==> src/rtl/lpc_host_io_pkg.sv <==
// Shared LPC host I/O definitions: FSM state encoding and the fixed LAD nibble codes.
// Used by the host-side I/O cycle engine.
package lpc_host_io_pkg;

    typedef enum logic [3:0] {
        ST_IDLE,
        ST_START,
        ST_CYC,
        ST_ADDR,
        ST_WDATA,
        ST_HTAR,
        ST_SYNC,
        ST_RDATA,
        ST_PTAR,
        ST_ABORT,
        ST_RESP
    } lpc_state_e;

    localparam logic [3:0] LAD_START  = 4'b0000;
    localparam logic [3:0] CYC_IO_RD  = 4'b0000;
    localparam logic [3:0] CYC_IO_WR  = 4'b0010;
    localparam logic [3:0] SYNC_READY = 4'b0000;
    localparam logic [3:0] SYNC_SHORT = 4'b0101;
    localparam logic [3:0] SYNC_LONG  = 4'b0110;
    localparam logic [3:0] SYNC_ERROR = 4'b1010;
    localparam logic [3:0] LAD_ABORT  = 4'b1111;

    // Address nibbles go out most-significant first.
    function automatic logic [3:0] addr_nibble(input logic [15:0] addr, input logic [1:0] idx);
        case (idx)
            2'd0:    addr_nibble = addr[15:12];
            2'd1:    addr_nibble = addr[11:8];
            2'd2:    addr_nibble = addr[7:4];
            default: addr_nibble = addr[3:0];
        endcase
    endfunction

endpackage

==> src/rtl/lpc_host_io.sv <==
// LPC host I/O read/write cycle engine; 14 lclk from accept to rsp_valid with zero wait states.
// One request in flight: req_ready only in IDLE; rsp_valid is a one-cycle pulse with no backpressure.
module lpc_host_io
    import lpc_host_io_pkg::*;
#(
    parameter int SYNC_TIMEOUT = 32,
    parameter int ABORT_LEN    = 4
) (
    input  logic        lclk,
    input  logic        lreset_n,
    input  logic        req_valid,
    output logic        req_ready,
    input  logic        req_write,
    input  logic [15:0] req_addr,
    input  logic [7:0]  req_wdata,
    output logic        rsp_valid,
    output logic [7:0]  rsp_rdata,
    output logic        rsp_err,
    output logic        lframe_n,
    output logic [3:0]  lad_out,
    output logic        lad_oe,
    input  logic [3:0]  lad_in
);

    localparam int CNT_MAX = (SYNC_TIMEOUT > ABORT_LEN) ? SYNC_TIMEOUT : ABORT_LEN;
    localparam int CW      = ($clog2(CNT_MAX + 1) < 2) ? 2 : $clog2(CNT_MAX + 1);

    lpc_state_e  state_q, state_d;
    logic [CW-1:0] cnt_q, cnt_d;
    logic        wr_q, wr_d;
    logic [15:0] addr_q, addr_d;
    logic [7:0]  wdata_q, wdata_d;
    logic [7:0]  rdata_q, rdata_d;
    logic        err_q, err_d;
    logic        ready_en_q;
    logic        sync_wait;

    always_ff @(posedge lclk or negedge lreset_n) begin
        if (!lreset_n) begin
            state_q    <= ST_IDLE;
            cnt_q      <= '0;
            wr_q       <= 1'b0;
            addr_q     <= '0;
            wdata_q    <= '0;
            rdata_q    <= '0;
            err_q      <= 1'b0;
            ready_en_q <= 1'b0;
        end else begin
            state_q    <= state_d;
            cnt_q      <= cnt_d;
            wr_q       <= wr_d;
            addr_q     <= addr_d;
            wdata_q    <= wdata_d;
            rdata_q    <= rdata_d;
            err_q      <= err_d;
            ready_en_q <= 1'b1;
        end
    end

    // req_ready is held off until the first edge after reset release.
    always_comb begin
        state_d   = state_q;
        cnt_d     = cnt_q;
        wr_d      = wr_q;
        addr_d    = addr_q;
        wdata_d   = wdata_q;
        rdata_d   = rdata_q;
        err_d     = err_q;
        sync_wait = 1'b0;
        req_ready = 1'b0;
        rsp_valid = 1'b0;
        lframe_n  = 1'b1;
        lad_oe    = 1'b0;
        lad_out   = LAD_ABORT;

        case (state_q)
            ST_IDLE: begin
                req_ready = ready_en_q;
                if (req_valid && ready_en_q) begin
                    wr_d    = req_write;
                    addr_d  = req_addr;
                    wdata_d = req_wdata;
                    rdata_d = '0;
                    err_d   = 1'b0;
                    cnt_d   = '0;
                    state_d = ST_START;
                end
            end
            ST_START: begin
                lframe_n = 1'b0;
                lad_oe   = 1'b1;
                lad_out  = LAD_START;
                state_d  = ST_CYC;
            end
            ST_CYC: begin
                lad_oe  = 1'b1;
                lad_out = wr_q ? CYC_IO_WR : CYC_IO_RD;
                cnt_d   = '0;
                state_d = ST_ADDR;
            end
            ST_ADDR: begin
                lad_oe  = 1'b1;
                lad_out = addr_nibble(addr_q, cnt_q[1:0]);
                if (cnt_q[1:0] == 2'd3) begin
                    cnt_d   = '0;
                    state_d = wr_q ? ST_WDATA : ST_HTAR;
                end else begin
                    cnt_d = cnt_q + CW'(1);
                end
            end
            ST_WDATA: begin
                lad_oe  = 1'b1;
                lad_out = cnt_q[0] ? wdata_q[7:4] : wdata_q[3:0];
                if (cnt_q[0]) begin
                    cnt_d   = '0;
                    state_d = ST_HTAR;
                end else begin
                    cnt_d = cnt_q + CW'(1);
                end
            end
            ST_HTAR: begin
                // Drive 1111 for one cycle, then float the bus for the peripheral.
                if (!cnt_q[0]) begin
                    lad_oe = 1'b1;
                    cnt_d  = cnt_q + CW'(1);
                end else begin
                    cnt_d   = '0;
                    state_d = ST_SYNC;
                end
            end
            ST_SYNC: begin
                case (lad_in)
                    SYNC_READY, SYNC_ERROR: begin
                        err_d   = err_q | (lad_in == SYNC_ERROR);
                        cnt_d   = '0;
                        state_d = wr_q ? ST_PTAR : ST_RDATA;
                    end
                    SYNC_SHORT, SYNC_LONG: sync_wait = 1'b1;
                    default:               sync_wait = 1'b1;
                endcase
                if (sync_wait) begin
                    if (cnt_q == CW'(SYNC_TIMEOUT - 1)) begin
                        cnt_d   = '0;
                        err_d   = 1'b1;
                        state_d = ST_ABORT;
                    end else begin
                        cnt_d = cnt_q + CW'(1);
                    end
                end
            end
            ST_RDATA: begin
                if (!cnt_q[0]) begin
                    rdata_d[3:0] = lad_in;
                    cnt_d        = cnt_q + CW'(1);
                end else begin
                    rdata_d[7:4] = lad_in;
                    cnt_d        = '0;
                    state_d      = ST_PTAR;
                end
            end
            ST_PTAR: begin
                if (cnt_q[0]) begin
                    cnt_d   = '0;
                    state_d = ST_RESP;
                end else begin
                    cnt_d = cnt_q + CW'(1);
                end
            end
            ST_ABORT: begin
                lframe_n = 1'b0;
                lad_oe   = 1'b1;
                lad_out  = LAD_ABORT;
                if (cnt_q == CW'(ABORT_LEN - 1)) begin
                    cnt_d   = '0;
                    state_d = ST_RESP;
                end else begin
                    cnt_d = cnt_q + CW'(1);
                end
            end
            ST_RESP: begin
                rsp_valid = 1'b1;
                state_d   = ST_IDLE;
            end
            default: state_d = ST_IDLE;
        endcase
    end

    assign rsp_rdata = (state_q == ST_RESP) ? rdata_q : 8'h00;
    assign rsp_err   = (state_q == ST_RESP) ? err_q : 1'b0;

endmodule

==> config.mk <==
export PLATFORM = sky130hd
export DESIGN_NAME = lpc_host_io
export DESIGN_NICKNAME = d
export VERILOG_FILES = /design/src/rtl/lpc_host_io_pkg.sv /design/src/rtl/lpc_host_io.sv
export SDC_FILE = /design/constraint.sdc
export NUM_CORES = 1
export LEC_CHECK = 0
export CAP_MARGIN = 20
export CORE_ASPECT_RATIO = 2
export CORE_MARGIN = 4
export CORE_UTILIZATION = 45
export DETAILED_ROUTE_END_ITERATION = 16
export GPL_ROUTABILITY_DRIVEN = 0
export GPL_TIMING_DRIVEN = 0
export PLACE_DENSITY = 0.7
export SYNTH_ARGS = -nofsm -noshare
export SYNTH_HDL_FRONTEND = slang
export SYNTH_SLANG_ARGS = --single-unit
==> constraint.sdc <==
create_clock -name lclk -period 5 [get_ports lclk]
set_input_delay 0.75 -clock lclk [delete_from_list [all_inputs] [get_ports lclk]]
set_output_delay 0.75 -clock lclk [all_outputs]
set_load 0.02 [all_outputs]
# [Word-level counts from Yosys, hierarchy flattened]
# Cells that the tools add are included.
[word_totals] ff_bits=45 in_bits=32 out_inout_bits=17 word_cells=96
[op_classes] n_addsub=1 n_eq_ne=25 muxes=43 n_bitwise=1 n_reduce_logical=17
[op_table] op="$mux W4" n=14
[op_table] op="$mux W6" n=7
[op_table] op="$pmux W4 S10" n=1
[op_table] op="$pmux W6 S6" n=1
[op_table] op="$eq A4 B3 Y1 const B" n=4
[op_table] op="$eq A4 B4 Y1 const B" n=4
[op_table] op="$mux W8" n=2
[op_table] op="$ne A2 B2 Y1 const B" n=8
[op_table] op="$pmux W4 S4" n=1
[op_table] op="$pmux W8 S2" n=1
[op_table] op="$mux W1" n=12
[op_table] op="$pmux W4 S3" n=1
[op_table] op="$reduce_and A3 Y1" n=3
[op_table] op="$eq A4 B2 Y1 const B" n=2
[op_table] op="$logic_not A4 Y1" n=2
[op_table] op="$reduce_and A7 Y1" n=1
[op_table] op="$add A6 B1 Y6 const B" n=1
[op_table] op="$eq A6 B2 Y1 const B" n=1
[op_table] op="$eq A6 B5 Y1 const B" n=1
[op_table] op="$reduce_bool A6 Y1" n=1
[op_table] op="$reduce_or A5 Y1" n=1
[op_table] op="$eq A2 B2 Y1 const B" n=2
[op_table] op="$eq A4 B1 Y1 const B" n=1
[op_table] op="$pmux W1 S2" n=2
[op_table] op="other kinds (10)" n=13

# [Depth between registers and ports, before layout]
# Gate-level depths: netlist (run 1).
[depth] word_depth=6 mapped_depth=7 depth_no_buf=6

# [Worst setup path after synthesis (run 1)]
# OpenSTA, ideal clock, no wires.
[synth_timing] path_type="register to output" start="reg state_q[2]" end="out rsp_rdata[0]" arrival_ps=1654 required_ps=4250 path_slack_ps=2596 stages_incl_launch_ff=5 n_path_buf=1 cell_sequence="dfrtp_1 -> buf_6 -> or2b_2 -> nor2_1 -> and2_1"
[synth_via] elab_chain_cells=2
[synth_rtl] item="start, declared" line="lpc_host_io.sv:28" text="lpc_state_e state_q, state_d;"
[synth_rtl] item="start signal, assigned" line="lpc_host_io.sv:49" text="state_q <= state_d;"
[synth_rtl] item="$eq A4 B4 Y1" line="lpc_host_io.sv:188" text="assign rsp_rdata = (state_q == ST_RESP) ? rdata_q : 8'h00;"
[synth_rtl] item="$mux W8" line="lpc_host_io.sv:188"
[synth_rtl] item="end, declared" line="lpc_host_io.sv:17" text="output logic [7:0] rsp_rdata,"
# No other way between the ends.

# [Worst setup path after layout (run 1)]
[layout_timing] start="reg cnt_q[0]" end="out lad_out[3]"
[layout_via] elab_chain_cells=3 word_cells_on_any_way=6 cone_classes="2 x eq/ne; 3 x mux; 1 x reduce/logical"
[layout_rtl] item="start, declared" line="lpc_host_io.sv:29" text="logic [CW-1:0] cnt_q, cnt_d;"
[layout_rtl] item="start signal, assigned" line="lpc_host_io.sv:50" text="cnt_q <= cnt_d;"
[layout_rtl] item="$eq A2 B2 Y1, or another cell as far along" line="lpc_host_io_pkg.sv:30" text="case (idx)"
[layout_rtl] item="$pmux W4 S3" line="lpc_host_io_pkg.sv:30"
[layout_rtl] item="$pmux W4 S4 (*)" line="lpc_host_io.sv:76" text="case (state_q)"
[layout_rtl] item="end, declared" line="lpc_host_io.sv:20" text="output logic [3:0] lad_out,"
# Mark *: on every way between the ends. The rest lies on a longest branch, timed or not.

==> out/results.tsv, run 1 <==
stage	metric	value	unit
cts	cts_htree_levels	2	
power_and_ir_drop	p_int	1.24	mW
synthesis	synth-edff-count	0	
setup_path	crit_type	reg -> out	
cts	postCtsSetupBuffers	0	
cts	numCtsBuffers	5	
timing	setup_viol	0	
setup_path	crit_required	4250	ps
synthesis	ys_ff_latch	45	
timing	max_slew_margin	49.3	%
floorplanning	die_x	62.0	µm
setup_path	crit_fanout	10	
cts	postCtsHoldBufs	0	
global_route	grt_overflow	0	
setup_path	slowest_delay	640	ps
cts	cts_resized	0	
cts	insertion_delay	290	ps
timing	fmax	303	MHz
synthesis	synth_nets	283	
global_route	grt_start_max_net_pins	25	
flow_run	drv_cap	0	
synthesis	yosys_warnings	0	
setup_path	cp-start-kind	register	
drt	wire_per_inst	17.3	µm
drt	drt-pass1-iter-count	4	
global_route	grt_pass1_wl	10.2	mm
power_and_ir_drop	irDropWorstVdd	0.000505	V
layout	num_antenna_cells	0	
synthesis	synth_largest_area_cell	dfrtp_1	
floorplanning	start_util	46.0	%
layout	fin_util	58.6	%
timing	hold_viol_final	0	
setup_path	crit_buf_inv	3	
power_and_ir_drop	p_clk_share	15.6	%
power_and_ir_drop	finalPower	2.04	mW
cts	cts_sinks	45	
synthesis	syn_area_per_cell	10.7	µm²
floorplanning	core_area	5710	µm²
timing	worstMarginPinSlew	754	ps
setup_path	crit_path_end_kind	output port	
synthesis	async_flop_share	100	%
cts	cts_tree	done	
layout	layout-drive-gt1-share	19.9	%
layout	area_growth	27.4	%
synthesis	synth_cell_types	59	
timing	report.final.slew_viol_count	0	
drt	route.antenna.remaining_nets	0	
setup_path	cp_cell_sequence	clkbuf_8 -> inv_1 -> ha_1 -> a222oi_1 -> nor2_1 -> a21oi_1 -> o21ai_0 -> clkdlybuf4s50_1	
global_route	grt_pass1_vias	2228	
synthesis	syn_area	2630	µm²
floorplanning	ios	49	
timing	period_share	66.1	%
global_route	antenna_found_initial	0	
power_and_ir_drop	p_sw	0.795	mW
power_and_ir_drop	power.leakage	1.41	nW
drt	num_vias	2106	
synthesis	ys_seq_area_share	42.9	%
synthesis	synthDominantCellAreaShare	42.9	%
timing	worst_clock_skew	3.82	ps
run_status	outcome	finished clean	
placement	dp.cells	355	
global_route	grt_usage	19.2	%
setup_path	arrival	2560	ps
placement	port_buffers	48	
synthesis	ys_top_cells_by_count	45 x dfrtp_1, 23 x nor2_1, 22 x mux2_2, 12 x a21oi_1, 12 x o21ai_0	
synthesis	synth_ff_type	dfrtp_1	
floorplanning	die_area	7200	µm²
layout	layout.cells.non_filler	363	
setup_path	path_delay_family	buffers and inverters	
drt	drc	0	
cts	ctsLongestPathBuffers	2	
timing	setup_tns	0	ps
cts	clk_pin_slew	60	ps
drt	drtIter0Drc	56	
timing	rsz0062_at_grt	false	
power_and_ir_drop	switching_share	39.0	%
synthesis	synthCells	245	
power_and_ir_drop	pwr_density_cell	609	nW/µm²
cts	cts-root-buf	clkbuf_16	
drt	via_per_inst	5.80	
synthesis	ys_top_cells_by_area	dfrtp_1 43%, mux2_2 9.4%, nor2_1 3.3%	
placement	place_hpwl	5.01	mm
timing	min_period	3310	ps
power_and_ir_drop	p_seq_share	31.0	%
floorplanning	die_y	116	µm
drt	postRouteWirelength	6.29	mm
timing	hold_slack	447	ps
floorplanning	num_rows	39	
setup_path	crit_slowest_cell	clkdlybuf4s50_1	
synthesis	synth.most_common_cell	dfrtp_1	
min_path	min_path_type	in -> async	
power_and_ir_drop	power_frac_comb	53.4	%
layout	layout.nets	339	
==> power groups by stage <==
stage | combinational (mW) | sequential [mW] | clock (mW)
3_3_place_gp | 1.07 | 0.632 | 0
5_1_grt | 1.19 | 0.656 | 0.341
2_1_floorplan | 0.792 | 0.605 | 0
6_report | 1.09 | 0.632 | 0.319
4_1_cts | 1.10 | 0.632 | 0.325
3_5_place_dp | 1.09 | 0.638 | 0
==> state kept, by name, indices dropped and copies added, names as in the netlist <==
register	cells
state_q	4
ready_en_q	1
addr_q	16
rdata_q	8
cnt_q	6
wdata_q	8
wr_q	1
err_q	1
==> kinds of logic (layout without fill, tap and decap cells) <==
family	Yosys count	count (layout)	synth area share, %
buf+inv	17	74	5.24
mux	31	31	13.2
fa+ha+maj	6	6	2.86
other cells	1	1	0.143
compound gates	62	62	17.6
flops	45	45	42.9
xor+xnor	1	1	0.333
simple gates	82	82	17.8
==> cell type report <==
cell class	count	area, µm²
plain buffers	12	119
multi-input cells	183	1360
clock buffers	7	133
repair buffers	49	503
well taps	61	76.3
flip-flops and latches	45	1130
fillers	516	2360
inverters	5	18.8
clock inverters	1	7.51
==> per-stage QoR <==
step / setup WS (ps) / instance area [µm²]
floorplan: 2600 / 2630
global placement: 1970 / 3180
detailed placement: 2010 / 3210
CTS: 1690 / 3350
global route: 1510 / 3350
finish: 1690 / 3350
==> worst reg2reg max path, cell delays in order, from the launching register on <==
cell      delay [ps]
dfrtp_1          440
ha_1             210
buf_2            230
nand3_1          140
nor3b_2          460
o31a_2           240
a21boi_0          80
a221o_1          270
==> final timing paths <==
check,from,to,slack (ps),depth (start not counted)
worst max-delay path,cnt_q[0]$_DFFE_PN0P_,lad_out[3],1690,8
worst min-delay path,lreset_n,wdata_q[2]$_DFFE_PN0P_,450,1
worst max register to register,cnt_q[1]$_DFFE_PN0P_,cnt_q[1]$_DFFE_PN0P_,2810,7
worst min register to register,rdata_q[4]$_DFFE_PN0P_,rdata_q[4]$_DFFE_PN0P_,490,1
max in group asynchronous,lreset_n,addr_q[13]$_DFFE_PN0P_,4050,2
min in group lclk,rdata_q[4]$_DFFE_PN0P_,rdata_q[4]$_DFFE_PN0P_,490,1
==> cells in the final DEF, fill, tap and decap left out, drive strengths merged, types with 3 or more instances in the layout <==
master / netlist / final
dfrtp: 45 / 45
nand2b: 4 / 4
o21ai: 13 / 13
clkdlybuf4s50: 0 / 47
and2: 12 / 12
a222oi: 4 / 4
ha: 6 / 6
mux2: 26 / 26
nand2: 11 / 11
inv: 5 / 5
o31ai: 4 / 4
a21oi: 12 / 12
a22o: 8 / 8
clkbuf: 3 / 10
buf: 9 / 11
nor3b: 4 / 4
nand3: 3 / 3
nor2: 24 / 24
nor3: 10 / 10
mux2i: 5 / 5
==> metal layers <==
layer,vias up,track usage (%),share of wire (%)
met5,-,0,0
met4,0,11.8,3.6
met3,18,4.24,3.5
met2,53,33.4,58
met1,1023,19.7,35
li1,1012,-,-
(Power assumes the default switching activity.)
==> inputs of run 2 (changes only) <==
Settings changed: PLACE_DENSITY 0.7 to 0.73.
Clock period 5 ns to 2.8 ns, I/O delays scaled along.
==> run 2 against run 1 <==
Final area increased by 3.1%. Die area unchanged. Highest routed layer unchanged. Critical endpoint is now lad_out[1]. Sequential share of layout area decreased by 1.0 points. Non-clock buffer count increased by 5. Critical path depth unchanged. Utilization increased by 1.8 points. Clock power increased by 140%. Clock-buffer cell count decreased by 2. Largest cell class unchanged. Flip-flop and latch count unchanged. Register-to-register slack got worse by 2200 ps.
==> out/results.tsv, run 2 (synthesis results as in run 1) <==
stage	metric	value	unit
timing	worstMarginPinSlew	771	ps
cts	clk_pin_slew	60	ps
setup_path	r2r-start	cnt_q[1]$_DFFE_PN0P_	
drt	via_per_inst	5.81	
placement	port_buffers	48	
timing	hold_viol_final	0	
layout	layout-drive-gt1-share	23.1	%
layout	layout.nets	344	
setup_path	crit_buf_inv	3	
setup_path	reg2reg_slack	650	ps
global_route	grt_usage	19.7	%
flow_run	drv_cap	0	
setup_path	crit_path_end_kind	output port	
setup_path	cp.depth	8	
timing	setup_viol	0	
floorplanning	die_area	7200	µm²
cts	ctsLongestPathBuffers	2	
floorplanning	ios	49	
timing	worst_clock_skew	3.66	ps
floorplanning	start_util	46.0	%
setup_path	crit_required	2380	ps
floorplanning	core_area	5710	µm²
power_and_ir_drop	power.leakage	1.47	nW
setup_path	crit_end	lad_out[1]	
cts	cts-root-buf	clkbuf_16	
cts	insertion_delay	290	ps
drt	wire_per_inst	17.5	µm
drt	drtIter0Drc	93	
layout	final_common_cell	dfrtp_1	
timing	report.final.slew_viol_count	0	
setup_path	path_delay_family	buffers and inverters	
setup_path	crit_type	reg -> out	
setup_path	slowest_delay	410	ps
cts	cts_htree_levels	2	
timing	fmax	374	MHz
floorplanning	die_y	116	µm
placement	dp.cells	355	
drt	postRouteWirelength	6.44	mm
layout	layout.cells.non_filler	368	
setup_path	cp_cell_sequence	buf_8 -> clkinvlp_4 -> ha_2 -> a222oi_1 -> nor2_1 -> a21oi_1 -> o21ai_0 -> dlygate4sd2_1	
setup_path	arrival	2250	ps
layout	largest-register	addr_q	
floorplanning	die_x	62.0	µm
setup_path	cp-start-kind	register	
power_and_ir_drop	finalPower	3.89	mW
layout	area_growth	31.3	%
min_path	min_path_type	reg -> reg	
setup_path	r2r.worst_path.cells	7	
setup_path	crit_start	cnt_q[0]$_DFFE_PN0P_	
global_route	antenna_found_initial	0	
drt	drt-pass1-iter-count	4	
power_and_ir_drop	pwr_density_cell	1130	nW/µm²
layout	largest_reg_flops	16	
drt	drc	0	
cts	cts_sinks	45	
placement	place_hpwl	4.88	mm
global_route	grt_pass1_vias	2233	
global_route	grt_pass1_wl	10.4	mm
global_route	grt_overflow	0	
timing	rsz0062_at_grt	false	
layout	reg_top3	addr_q: 16 flops, rdata_q: 8 flops, wdata_q: 8 flops	
timing	period_share	95.4	%
layout	final_cell_mix	45 x dfrtp_1, 43 x clkdlybuf4s50_1, 22 x nor2_1, 22 x mux2_2	
timing	max_slew_margin	48.2	%
drt	route.antenna.remaining_nets	0	
floorplanning	num_rows	39	
cts	cts_tree	done	
run_status	outcome	finished clean	
global_route	grt_start_max_net_pins	38	
power_and_ir_drop	irDropWorstVdd	0.00113	V
cts	numCtsBuffers	5	
layout	num_antenna_cells	0	
setup_path	reg2reg_to	cnt_q[1]$_DFFE_PN0P_	
setup_path	crit_slowest_cell	dfrtp_1	
setup_path	crit_fanout	10	
drt	num_vias	2138	
timing	min_period	2670	ps
run 2: per-layer routing:
| layer | GRT usage (%) | wire length, µm |
|---|---|---|
| met5 | 0 | 0 |
| met3 | 3.34 | 249 |
| met4 | 10.3 | 221 |
| met2 | 35.2 | 3710 |
| met1 | 20.6 | 2260 |
run 2: worst min-delay path by stage:
stage	end	start	depth (start not counted)	slack, ps
6_report	addr_q[14]$_DFFE_PN0P_	addr_q[14]$_DFFE_PN0P_	1	490
5_1_grt	rdata_q[6]$_DFFE_PN0P_	rdata_q[6]$_DFFE_PN0P_	1	500
4_1_cts	addr_q[14]$_DFFE_PN0P_	addr_q[14]$_DFFE_PN0P_	1	490
3_5_place_dp	cnt_q[3]$_DFFE_PN0P_	lreset_n	1	300
3_3_place_gp	addr_q[14]$_DFFE_PN0P_	addr_q[14]$_DFFE_PN0P_	1	470
2_1_floorplan	addr_q[0]$_DFFE_PN0P_	lreset_n	0	120
run 2: per-stage QoR:
| step | cell area, µm² | setup TNS, ps | hold WS [ps] | setup WS [ps] | utilization [%] |
|---|---|---|---|---|---|
| floorplan | 2630 | 0 | 124 | 726 | - |
| global placement | 3180 | 0 | 473 | 42.8 | 55.8 |
| detailed placement | 3200 | 0 | 301 | 149 | 56.0 |
| CTS | 3400 | -300 | 494 | -155 | 59.6 |
| global route | 3450 | 0 | 504 | 9.25 | 60.4 |
| finish | 3450 | 0 | 489 | 129 | 60.4 |
run 2: power by group:
group          switching [mW]  internal (mW)
registers               0.184          0.947
logic                    1.03          0.958
clock network           0.262          0.515
run 2: repair_timing:
item / CTS / global route
setup endpoints to repair: 12 / 11
setup buffers: 0 / 4
resized for setup: 3 / 10
pin swaps: 0 / 1
endpoints found under the hold margin: 8 / 0
hold buffers: 1 / 0
run 2: cell type report:
type / instances / area (µm²)
clock buffer: 5 / 125
clock inverter: 3 / 68.8
tap: 61 / 76.3
sequential: 45 / 1130
inverter: 5 / 22.5
timing repair buffer: 54 / 534
multi-input combinational: 183 / 1380
buffer: 12 / 120
fill: 485 / 2260
